<file path="config.mk">
export PLATFORM = sky130hd
export DESIGN_NAME = spi_master_param
export DESIGN_NICKNAME = d
export VERILOG_FILES = /design/src/rtl/spi_master_param.sv
export SDC_FILE = /design/constraint.sdc
export NUM_CORES = 1
export LEC_CHECK = 0
export ABC_CLOCK_PERIOD_IN_PS = 2100
export CAP_MARGIN = 20
export CORE_MARGIN = 1.5
export CORE_UTILIZATION = 52
export CTS_CLUSTER_DIAMETER = 50
export DETAILED_ROUTE_END_ITERATION = 12
export PLACE_DENSITY = 0.78
export SLEW_MARGIN = 40
export SYNTH_ARGS = -nofsm -noshare
export SYNTH_HDL_FRONTEND = slang
export SYNTH_SLANG_ARGS = --single-unit
</file>
<file path="constraint.sdc">
create_clock -name clk -period 2.1 [get_ports clk]
set_input_delay 0.315 -clock clk [delete_from_list [all_inputs] [get_ports clk]]
set_output_delay 0.315 -clock clk [all_outputs]
set_load 0.005 [all_outputs]
</file>
<file path="src/rtl/spi_master_param.sv">
// Parametrised SPI master: divided SCLK, per-transfer CPOL/CPHA, one-hot
// active-low chip select and a start/busy/done host handshake.
module spi_master_param #(
  parameter int DATA_WIDTH  = 8,
  parameter int SLAVE_COUNT = 4,
  parameter int CLK_DIV     = 4,
  parameter bit MSB_FIRST   = 1'b1,
  localparam int SEL_W = (SLAVE_COUNT > 1) ? $clog2(SLAVE_COUNT) : 1
) (
  input  logic                   clk,
  input  logic                   reset,
  input  logic                   start,
  input  logic [SEL_W-1:0]       slaveSelect,
  input  logic                   cpol,
  input  logic                   cpha,
  input  logic [DATA_WIDTH-1:0]  masterDataToSend,
  output logic [DATA_WIDTH-1:0]  masterDataReceived,
  output logic                   busy,
  output logic                   done,
  output logic                   SCLK,
  output logic [SLAVE_COUNT-1:0] CS,
  output logic                   MOSI,
  input  logic                   MISO
);

  localparam int DIV_W  = (CLK_DIV > 1) ? $clog2(CLK_DIV) : 1;
  localparam int EDGE_W = $clog2(2 * DATA_WIDTH);
  localparam logic [EDGE_W-1:0] LAST_EDGE = EDGE_W'(2 * DATA_WIDTH - 1);

  typedef enum logic [2:0] {IDLE, SETUP, XFER, HOLD, DONE} state_t;
  typedef struct packed {
    logic cpol;
    logic cpha;
  } cfg_t;

  state_t                state;
  cfg_t                  cfg;
  logic [DIV_W-1:0]      divCnt;
  logic [EDGE_W-1:0]     edgeCnt;
  logic [DATA_WIDTH-1:0] txShift;
  logic [DATA_WIDTH-1:0] rxShift;
  logic                  divEnd;
  logic                  startOk;

  assign divEnd  = (divCnt == DIV_W'(CLK_DIV - 1));
  assign startOk = start && !busy && (int'(slaveSelect) < SLAVE_COUNT);

  function automatic logic outBit(input logic [DATA_WIDTH-1:0] w);
    return MSB_FIRST ? w[DATA_WIDTH-1] : w[0];
  endfunction

  function automatic logic [DATA_WIDTH-1:0] shiftOut(input logic [DATA_WIDTH-1:0] w);
    return MSB_FIRST ? {w[DATA_WIDTH-2:0], 1'b0} : {1'b0, w[DATA_WIDTH-1:1]};
  endfunction

  function automatic logic [DATA_WIDTH-1:0] shiftIn(input logic [DATA_WIDTH-1:0] w,
                                                    input logic b);
    return MSB_FIRST ? {w[DATA_WIDTH-2:0], b} : {b, w[DATA_WIDTH-1:1]};
  endfunction

  always_ff @(posedge clk or negedge reset) begin
    if (!reset) begin
      state              <= IDLE;
      cfg                <= '0;
      divCnt             <= '0;
      edgeCnt            <= '0;
      txShift            <= '0;
      rxShift            <= '0;
      masterDataReceived <= '0;
      busy               <= 1'b0;
      done               <= 1'b0;
      SCLK               <= 1'b0;
      CS                 <= '1;
      MOSI               <= 1'b0;
    end else begin
      done <= 1'b0;
      case (state)
        IDLE, DONE: begin
          if (startOk) begin
            state   <= SETUP;
            busy    <= 1'b1;
            cfg     <= '{cpol: cpol, cpha: cpha};
            divCnt  <= '0;
            edgeCnt <= '0;
            rxShift <= '0;
            SCLK    <= cpol;
            CS      <= ~(SLAVE_COUNT'(1) << slaveSelect);
            // cpha=0 slaves sample on the first edge, so bit 0 must already be out
            if (!cpha) begin
              MOSI    <= outBit(masterDataToSend);
              txShift <= shiftOut(masterDataToSend);
            end else begin
              MOSI    <= 1'b0;
              txShift <= masterDataToSend;
            end
          end else begin
            state <= IDLE;
          end
        end
        SETUP: begin
          divCnt <= divEnd ? '0 : divCnt + 1'b1;
          if (divEnd) state <= XFER;
        end
        XFER: begin
          divCnt <= divEnd ? '0 : divCnt + 1'b1;
          if (divEnd) begin
            SCLK    <= ~SCLK;
            edgeCnt <= edgeCnt + 1'b1;
            if (!edgeCnt[0]) begin
              if (!cfg.cpha) begin
                rxShift <= shiftIn(rxShift, MISO);
              end else begin
                MOSI    <= outBit(txShift);
                txShift <= shiftOut(txShift);
              end
            end else begin
              if (cfg.cpha) begin
                rxShift <= shiftIn(rxShift, MISO);
              end else if (edgeCnt != LAST_EDGE) begin
                MOSI    <= outBit(txShift);
                txShift <= shiftOut(txShift);
              end
              if (edgeCnt == LAST_EDGE) state <= HOLD;
            end
          end
        end
        HOLD: begin
          divCnt <= divEnd ? '0 : divCnt + 1'b1;
          if (divEnd) begin
            state              <= DONE;
            busy               <= 1'b0;
            done               <= 1'b1;
            CS                 <= '1;
            MOSI               <= 1'b0;
            SCLK               <= cfg.cpol;
            masterDataReceived <= rxShift;
          end
        end
        default: state <= IDLE;
      endcase
    end
  end

endmodule

</file>
==> results of run 1 <==
## worst max-delay path: cells and delay by family, from the launching register on
kind | cells | cell delay, ps
simple gates | 3 | 1020
flops | 1 | 500
compound gates | 1 | 250
## layout make-up
class                   instances  area [um2]  share of cell area
clock buffers                   6       72.57             0.02929
clock inverters                 2       60.06             0.02424
inverters                       6       22.52            0.009091
multi-input cells             126       800.8              0.3232
flip-flops and latches         43        1081              0.4364
well taps                      48       60.06             0.02424
repair buffers                 41       380.4              0.1535
## through the flow
step	area [um2]	setup slack [ps]
after global placement	2345	57.32
after CTS	2477	303.8
after floorplan	1942	412.1
after detailed placement	2345	12.43
final	2477	284.1
after global routing	2477	190.9
## Yosys cell counts (all sizes together) (4+ instances only)
| cell | number |
|---|---|
| nand2 | 41 |
| dfrtp | 39 |
| nor2 | 11 |
| a22o | 10 |
| mux2 | 8 |
| a2bb2oi | 7 |
| o22ai | 7 |
| inv | 5 |
| o21ai | 5 |
| a21oi | 4 |
| clkbuf | 4 |
| dfstp | 4 |
## sequential cells by signal, indices dropped and copies added, names as in the netlist, 2 cells and up
name	cells
cfg	2
txShift	8
divCnt	2
edgeCnt	4
masterDataReceived	8
rxShift	8
CS	4
state	3
## cell usage in the layout, fill, tap and decap left out, types with 5 or more instances in the layout
master	Yosys	routed
sky130_fd_sc_hd__a22o_1	10	10
sky130_fd_sc_hd__a2bb2oi_1	7	7
sky130_fd_sc_hd__buf_4	0	10
sky130_fd_sc_hd__clkbuf_8	0	5
sky130_fd_sc_hd__clkdlybuf4s50_1	0	30
sky130_fd_sc_hd__dfrtp_1	39	39
sky130_fd_sc_hd__inv_1	5	5
sky130_fd_sc_hd__mux2_2	8	8
sky130_fd_sc_hd__nand2_1	41	41
sky130_fd_sc_hd__nor2_1	11	11
sky130_fd_sc_hd__o22ai_1	7	7
## where the power goes
part / internal (W) / switching, W / leakage [nW]
sequential: 0.00110 / 0.000199 / 0.541
combinational: 0.000556 / 0.000560 / 0.535
clock: 0.000475 / 0.000271 / 0.0654
## metal layers
metal,vias up,global-route usage,share of wire
li1,735,-,-
met1,752,0.2819,0.44
met2,47,0.3789,0.50
met3,9,0.03873,0.044
met4,0,0.07713,0.019
met5,-,0,0
## final timing paths
kind	startpoint	to	slack, ps	cells after the start
max in group asynchronous	reset	txShift[4]$_DFFE_PN0P_	1500	2
min in group clk	masterDataReceived[5]$_DFFE_PN0P_	masterDataReceived[5]$_DFFE_PN0P_	480	2
worst min-delay path	reset	cfg[1]$_DFFE_PN0P_	40	1
worst max-delay path	state[1]$_DFFE_PN0P_	edgeCnt[3]$_DFFE_PN0P_	280	4
worst max register to register	state[1]$_DFFE_PN0P_	edgeCnt[3]$_DFFE_PN0P_	280	4
worst min register to register	masterDataReceived[5]$_DFFE_PN0P_	masterDataReceived[5]$_DFFE_PN0P_	480	2
## cells by family (layout without fill, tap and decap cells)
| family | after synthesis | count (layout) |
|---|---|---|
| xor+xnor | 2 | 2 |
| buf+inv | 13 | 55 |
| mux | 9 | 9 |
| fa+ha+maj | 2 | 2 |
| simple gates | 71 | 71 |
| compound gates | 42 | 42 |
| flops | 43 | 43 |
==> summary.txt, run 1 <==
Outcome
  • Status: finished, final reports clean

Worst setup path
  • Critical path data arrival time: 2050 ps
  • Type of element capturing the critical path: register
  • Critical-path cell list: or3b_1 -> a21o_1 -> or4_1 -> nand2_1
  • Crit-path slowest cell: sky130_fd_sc_hd__or4_1
  • Biggest cell delay along the critical path: 520 ps
  • Required time reported for the critical path endpoint: 2330 ps
  • Setup CP Type: reg -> reg
  • Nature of the critical path startpoint: register
  • Top fanout value on the critical path: 10

Power and ir drop
  • Leakage power total: 1.142 nW
  • Largest voltage drop on the vdd net: 0.7163 mV
  • Power density of the placed cells: 1278 nW/um2
  • Post-layout power: 0.003165 W

Drt
  • Count of vias placed by the detailed router: 1543
  • Drt wl/cell: 14.82 um
  • 1st-iter DRT viols: 96
  • # DRC: 0
  • Via count normalized by instance count: 5.673
  • Total wirelength of the detailed-routed design: 4030 um
  • DRT Pass-1 Iters: 4
  • Final ANT Viol Nets: 0

Synth
  • Number of enable flip-flop cells after synthesis: 0
  • Mux cell area share after synthesis: 0.05155
  • Sequential element share of the synthesized area: 0.5567
  • Main flop type after synthesis: sky130_fd_sc_hd__dfrtp_1
  • Average cell area after synthesis: 10.67 um2
  • Post-synthesis register bit count: 43
  • Count of mapped cells out of synthesis: 182
  • Area share of the largest cell type after synthesis: 0.5026
  • Total nets after synthesis: 200
  • Synthesized-area fraction occupied by adder cells: 0.01289
  • Top cells by area in the synthesized netlist: sky130_fd_sc_hd__dfrtp_1, sky130_fd_sc_hd__nand2_1, sky130_fd_sc_hd__dfstp_2
  • Post-synthesis async set-or-reset flop share: 1.000
  • Parity-gate share of the synthesized area counting xor and xnor cells: 0.009021
  • Main combinational cell family by area after synthesis: simple AND/OR/NAND/NOR gates
  • Library cell with the largest summed area after synthesis: sky130_fd_sc_hd__dfrtp_1
  • Post-synthesis cell area: 1942 um2
  • Count of unique library cells instantiated by Yosys: 41
  • Complex-gate fraction of the synthesized area: 0.1598
  • Area share of and/or/nand/nor cells after synthesis: 0.1791
  • Count of warnings emitted by yosys: 0

Global routing
  • Remaining global-route overflow: 0
  • Largest net degree at the start of global routing: 30
  • Number of antenna violations at the first check in global routing: 0
  • Gr usage total: 0.2209
  • Global-route wire length before repair: 7196 um
  • Number of global-route vias before repair: 1580

Place
  • Count of input and output buffers: 31
  • Routability-driven placement congestion ratio: 0.8120
  • HPWL after detailed placement: 2832 um
  • Placed instance count: 264

Finish
  • Share of final-layout standard cells stronger than drive strength 1: 0.1563
  • Post-route non-filler standard cell count: 272
  • Total inserted antenna cells: 0
  • Post-layout net count: 241
  • Signed area change from the synthesized netlist to the final layout: 27.58%
  • Fill cell count: 301
  • Final standard cell utilization of the core: 0.6818

Timing
  • Upper clock frequency limit: 550.7 MHz
  • Slew at the pin closest to its max-slew limit: 630.5 ps
  • Hold Slack: 38.92 ps
  • Clock skew: 3.536 ps
  • Pins over their slew limit: 0
  • Share of the clock period used by the worst path: 0.8647
  • Final setup violation count: 0
  • Setup repair after global routing missed its margin: no
  • Minimum clock period after layout: 1816 ps
  • Total negative slack: 0 ps
  • Number of endpoints with negative hold slack in the final report: 0
  • Worst max-slew margin expressed relative to the limit: 0.5796

Floorplan
  • Die W: 64.11 um
  • Total core area: 3633 um2
  • Die Y: 64.11 um
  • Die footprint: 4110 um2
  • I/O pin count: 32
  • Row Count: 22
  • Initial Utilization: 0.5344

Clock network
  • Sinks on Clock Net: 43
  • Buffer count from post-CTS setup fixing: 0
  • CTS tree: built
  • TritonCTS buffer count: 5
  • CTS Root Buffer Type: sky130_fd_sc_hd__clkbuf_8
  • Maximum number of buffers from clock root to sink: 2
  • Number of instances resized during post-cts repair: 0
  • Clk slew on worst S/H paths: 80 ps
  • Worst skew pair latency: 290 ps
  • Total of hold buffers inserted after clock tree synthesis: 0
  • CTS H-Tree Depth: 2

Min path
  • Path type of the worst min-delay path: in -> async

Flow run
  • Number of max-cap violations: 0
Power figures use the tool's default switching activity.
==> run 2: changes to the inputs <==
SETUP_SLACK_MARGIN = 0.05   (was not set)
TNS_END_PERCENT = 10   (was not set)
==> results of run 2 <==
Same layout as run 1: the final DEF is identical, and so are final timing and power.
==> run 3: changes to the inputs <==
CORE_UTILIZATION = 45   (was 52)
PLACE_DENSITY = 0.69   (was 0.78)
==> run 3 against run 2 <==
Net effect: final area fell by 0.86%; first-iteration DRC count fell by 8.3%; global-route usage fell by 2.8 points; critical path depth did not move; count of clock-buffer cells in the layout rose by 1; final cell count rose by 0.74%; combinational power barely moved; utilization fell by 8.1 points; clock skew rose by 2.4 ps; via count fell by 2.6%; flip-flop and latch count did not move; largest cell class unchanged.
==> summary.txt, run 3 (same netlist as run 1, synthesis figures left out) <==
Outcome
  • Status: finished, final reports clean (unchanged)

Finish
  • Post-layout net count: 241 (unchanged)
  • Final standard cell utilization of the core: 0.6010 (was 0.6818)
  • Share of final-layout standard cells stronger than drive strength 1: 0.1473 (was 0.1563)
  • Most common library cell in the layout ignoring fill and taps: sky130_fd_sc_hd__nand2_1 (unchanged)
  • Largest regs: masterDataReceived x8, rxShift x8, txShift x8 (unchanged)
  • Total inserted antenna cells: 0 (unchanged)
  • Signed area change from the synthesized netlist to the final layout: 26.48% (was 27.58%)
  • Most frequent cells in the layout: sky130_fd_sc_hd__nand2_1, sky130_fd_sc_hd__dfrtp_1, sky130_fd_sc_hd__clkdlybuf4s50_1, sky130_fd_sc_hd__nor2_1, sky130_fd_sc_hd__a22o_1 (was sky130_fd_sc_hd__nand2_1, sky130_fd_sc_hd__dfrtp_1, sky130_fd_sc_hd__clkdlybuf4s50_1, sky130_fd_sc_hd__nor2_1)

Floorplan
  • Total core area: 4086 um2 (was 3633 um2)
  • Row Count: 23 (was 22)
  • Die footprint: 4718 um2 (was 4110 um2)
  • I/O pin count: 32 (unchanged)
  • Initial Utilization: 0.4752 (was 0.5344)
  • Die W: 68.69 um (was 64.11 um)
  • Die Y: 68.69 um (was 64.11 um)

Min path
  • Startpoint of the most critical hold path: masterDataReceived[6]$_DFFE_PN0P_
  • Path type of the worst min-delay path: reg -> reg (was in -> async)

Flow run
  • Number of max-cap violations: 0 (unchanged)

Clock network
  • CTS H-Tree Depth: 2 (unchanged)
  • CTS Root Buffer Type: sky130_fd_sc_hd__clkbuf_8 (unchanged)
  • Clk slew on worst S/H paths: 80 ps (about the same)
  • CTS tree: built (unchanged)
  • Buffer count from post-CTS setup fixing: 0 (unchanged)
  • TritonCTS buffer count: 5 (unchanged)
  • Worst skew pair latency: 290 ps (about the same)
  • Maximum number of buffers from clock root to sink: 2 (unchanged)
  • Sinks on Clock Net: 43 (unchanged)

Worst setup path
  • Startpoint of the most critical register-to-register path: state[1]$_DFFE_PN0P_ (unchanged)
  • Register-to-Register Path Depth: 4 (unchanged)
  • Top fanout value on the critical path: 10 (unchanged)
  • Worst reg2reg endpoint: edgeCnt[3]$_DFFE_PN0P_ (unchanged)
  • Critical path data arrival time: 2050 ps (about the same)
  • Critical-path cell list: or3b_1 -> a21o_1 -> or4_1 -> nand2_1 (unchanged)
  • Biggest cell delay along the critical path: 520 ps (about the same)
  • Total number of cells along the worst setup path: 4 (unchanged)
  • Reg2Reg Setup Slack: 280 ps (about the same)
  • Critical Path Source: state[1]$_DFFE_PN0P_ (unchanged)
  • Buffers and inverters on the worst path: 0 (unchanged)
  • Required time reported for the critical path endpoint: 2330 ps (about the same)
  • Worst setup path endpoint: edgeCnt[3]$_DFFE_PN0P_ (unchanged)
  • Setup CP Type: reg -> reg (unchanged)
  • Type of element capturing the critical path: register (unchanged)
  • Category of cells accounting for the largest share of critical-path delay: simple AND/OR/NAND/NOR gates (unchanged)
  • Crit-path slowest cell: sky130_fd_sc_hd__or4_1 (unchanged)
  • Nature of the critical path startpoint: register (unchanged)

Drt
  • Via count normalized by instance count: 5.485 (was 5.673)
  • Drt wl/cell: 14.76 um (was 14.82 um)
  • 1st-iter DRT viols: 88 (was 96)
  • Detailed-routed wire length on met2: 1996 um (was 2010 um)
  • Count of vias placed by the detailed router: 1503 (was 1543)
  • DRT Pass-1 Iters: 4 (unchanged)
  • # DRC: 0 (unchanged)
  • Total wirelength of the detailed-routed design: 4044 um (was 4030 um)
  • Top metal layer carrying routed signals: met4 (unchanged)
  • Final ANT Viol Nets: 0 (unchanged)
  • Met3 wirelength from detailed routing: 159 um (was 179 um)
  • Post-Route M1 WL: 1866 um (was 1764 um)

Place
  • Routability-driven placement congestion ratio: 0.8323 (was 0.8120)
  • Count of input and output buffers: 31 (unchanged)
  • HPWL after detailed placement: 2948 um (was 2832 um)

Global routing
  • Largest net degree at the start of global routing: 21 (was 30)
  • Number of antenna violations at the first check in global routing: 0 (unchanged)
  • Global-route wire length before repair: 6768 um (was 7196 um)
  • Gr usage total: 0.1932 (was 0.2209)
  • Remaining global-route overflow: 0 (unchanged)
  • Number of global-route vias before repair: 1487 (was 1580)

Timing
  • Setup repair after global routing missed its margin: no (unchanged)
  • Worst max-slew margin expressed relative to the limit: 0.6975 (was 0.5796)
  • Minimum clock period after layout: 1822 ps (was 1816 ps)
  • Number of endpoints with negative hold slack in the final report: 0 (unchanged)
  • Clock skew: 5.945 ps (was 3.536 ps)
  • Final setup violation count: 0 (unchanged)
  • Share of the clock period used by the worst path: 0.8676 (was 0.8647)
  • Upper clock frequency limit: 548.9 MHz (was 550.7 MHz)
  • Total negative slack: 0 ps (unchanged)
  • Slew at the pin closest to its max-slew limit: 452.1 ps (was 630.5 ps)
  • Pins over their slew limit: 0 (unchanged)

Power and ir drop
  • Power density of the placed cells: 1226 nW/um2 (was 1278 nW/um2)
  • Post-layout power: 0.003010 W (was 0.003165 W)
  • Largest voltage drop on the vdd net: 0.6295 mV (was 0.7163 mV)
  • Leakage power total: 1.127 nW (was 1.142 nW)
[run 3: changes by cell type in the layout (fill, tap and decap cells not counted), sizes merged]
cell | before | now
buf | 11 | 10
bufinv | 2 | 1
clkbuf | 6 | 7
dlygate4sd3 | 0 | 1
[run 3: how the worst min path moves through the flow]
| stage | end | slack [ps] | cells after the start |
|---|---|---|---|
| finish | masterDataReceived[6]$_DFFE_PN0P_ | 480 | 2 |
| CTS | masterDataReceived[6]$_DFFE_PN0P_ | 490 | 2 |
| global route | cfg[1]$_DFFE_PN0P_ | 520 | 2 |
| global placement | MOSI$_DFFE_PN0P_ | 280 | 1 |
| detailed placement | MOSI$_DFFE_PN0P_ | 290 | 1 |
| floorplan | MOSI$_DFFE_PN0P_ | 20 | 0 |
[run 3: final cells by class]
type	count	area [um2]
fill	350	1630
timing repair buffer	41	382.9
sequential	43	1081
multi-input combinational	126	800.8
tap	50	62.56
inverter	6	22.52
clock buffer	7	76.32
clock inverter	1	30.03
[run 3: worst register-to-register path, stage by stage (launching register included)]
cell and delay, ps:
sky130_fd_sc_hd__dfrtp_1 490, sky130_fd_sc_hd__or3b_1 430, sky130_fd_sc_hd__a21o_1 250, sky130_fd_sc_hd__or4_1 520
sky130_fd_sc_hd__nand2_1 80
[run 3: per-layer routing]
metal | vias to the layer above | track usage
li1 | 732 | -
met1 | 732 | 0.2563
met2 | 37 | 0.3137
met3 | 2 | 0.04383
met4 | 0 | 0.06373
met5 | - | 0
[run 3: timing repair]
item / 4_1_cts / 5_1_grt
endpoints found under the setup margin: 0 / 0
gates resized for setup: 0 / 0
hold buffers: 1 / 0
hold endpoints to repair: 14 / 0
[run 3: report_power, final]
| part | switching (W) | total (W) | internal, W | leakage (nW) |
|---|---|---|---|---|
| logic | 0.000543 | 0.00109 | 0.000549 | 0.534 |
| clock network | 0.000262 | 0.000618 | 0.000356 | 0.0524 |
| registers | 0.000196 | 0.00130 | 0.00110 | 0.541 |
| total | 0.00100 | 0.00301 | 0.00201 | 1.13 |
[run 3: through the flow]
step	hold slack, ps	setup WS, ps	cells	area [um2]
2_1_floorplan	19.41	412.1	182	1942
5_1_grt	522.3	134.1	274	2456
4_1_cts	485.2	279.1	274	2456
3_5_place_dp	286.4	21.05	265	2340
6_report	479.5	278.0	274	2456
3_3_place_gp	277.6	43.09	265	2340
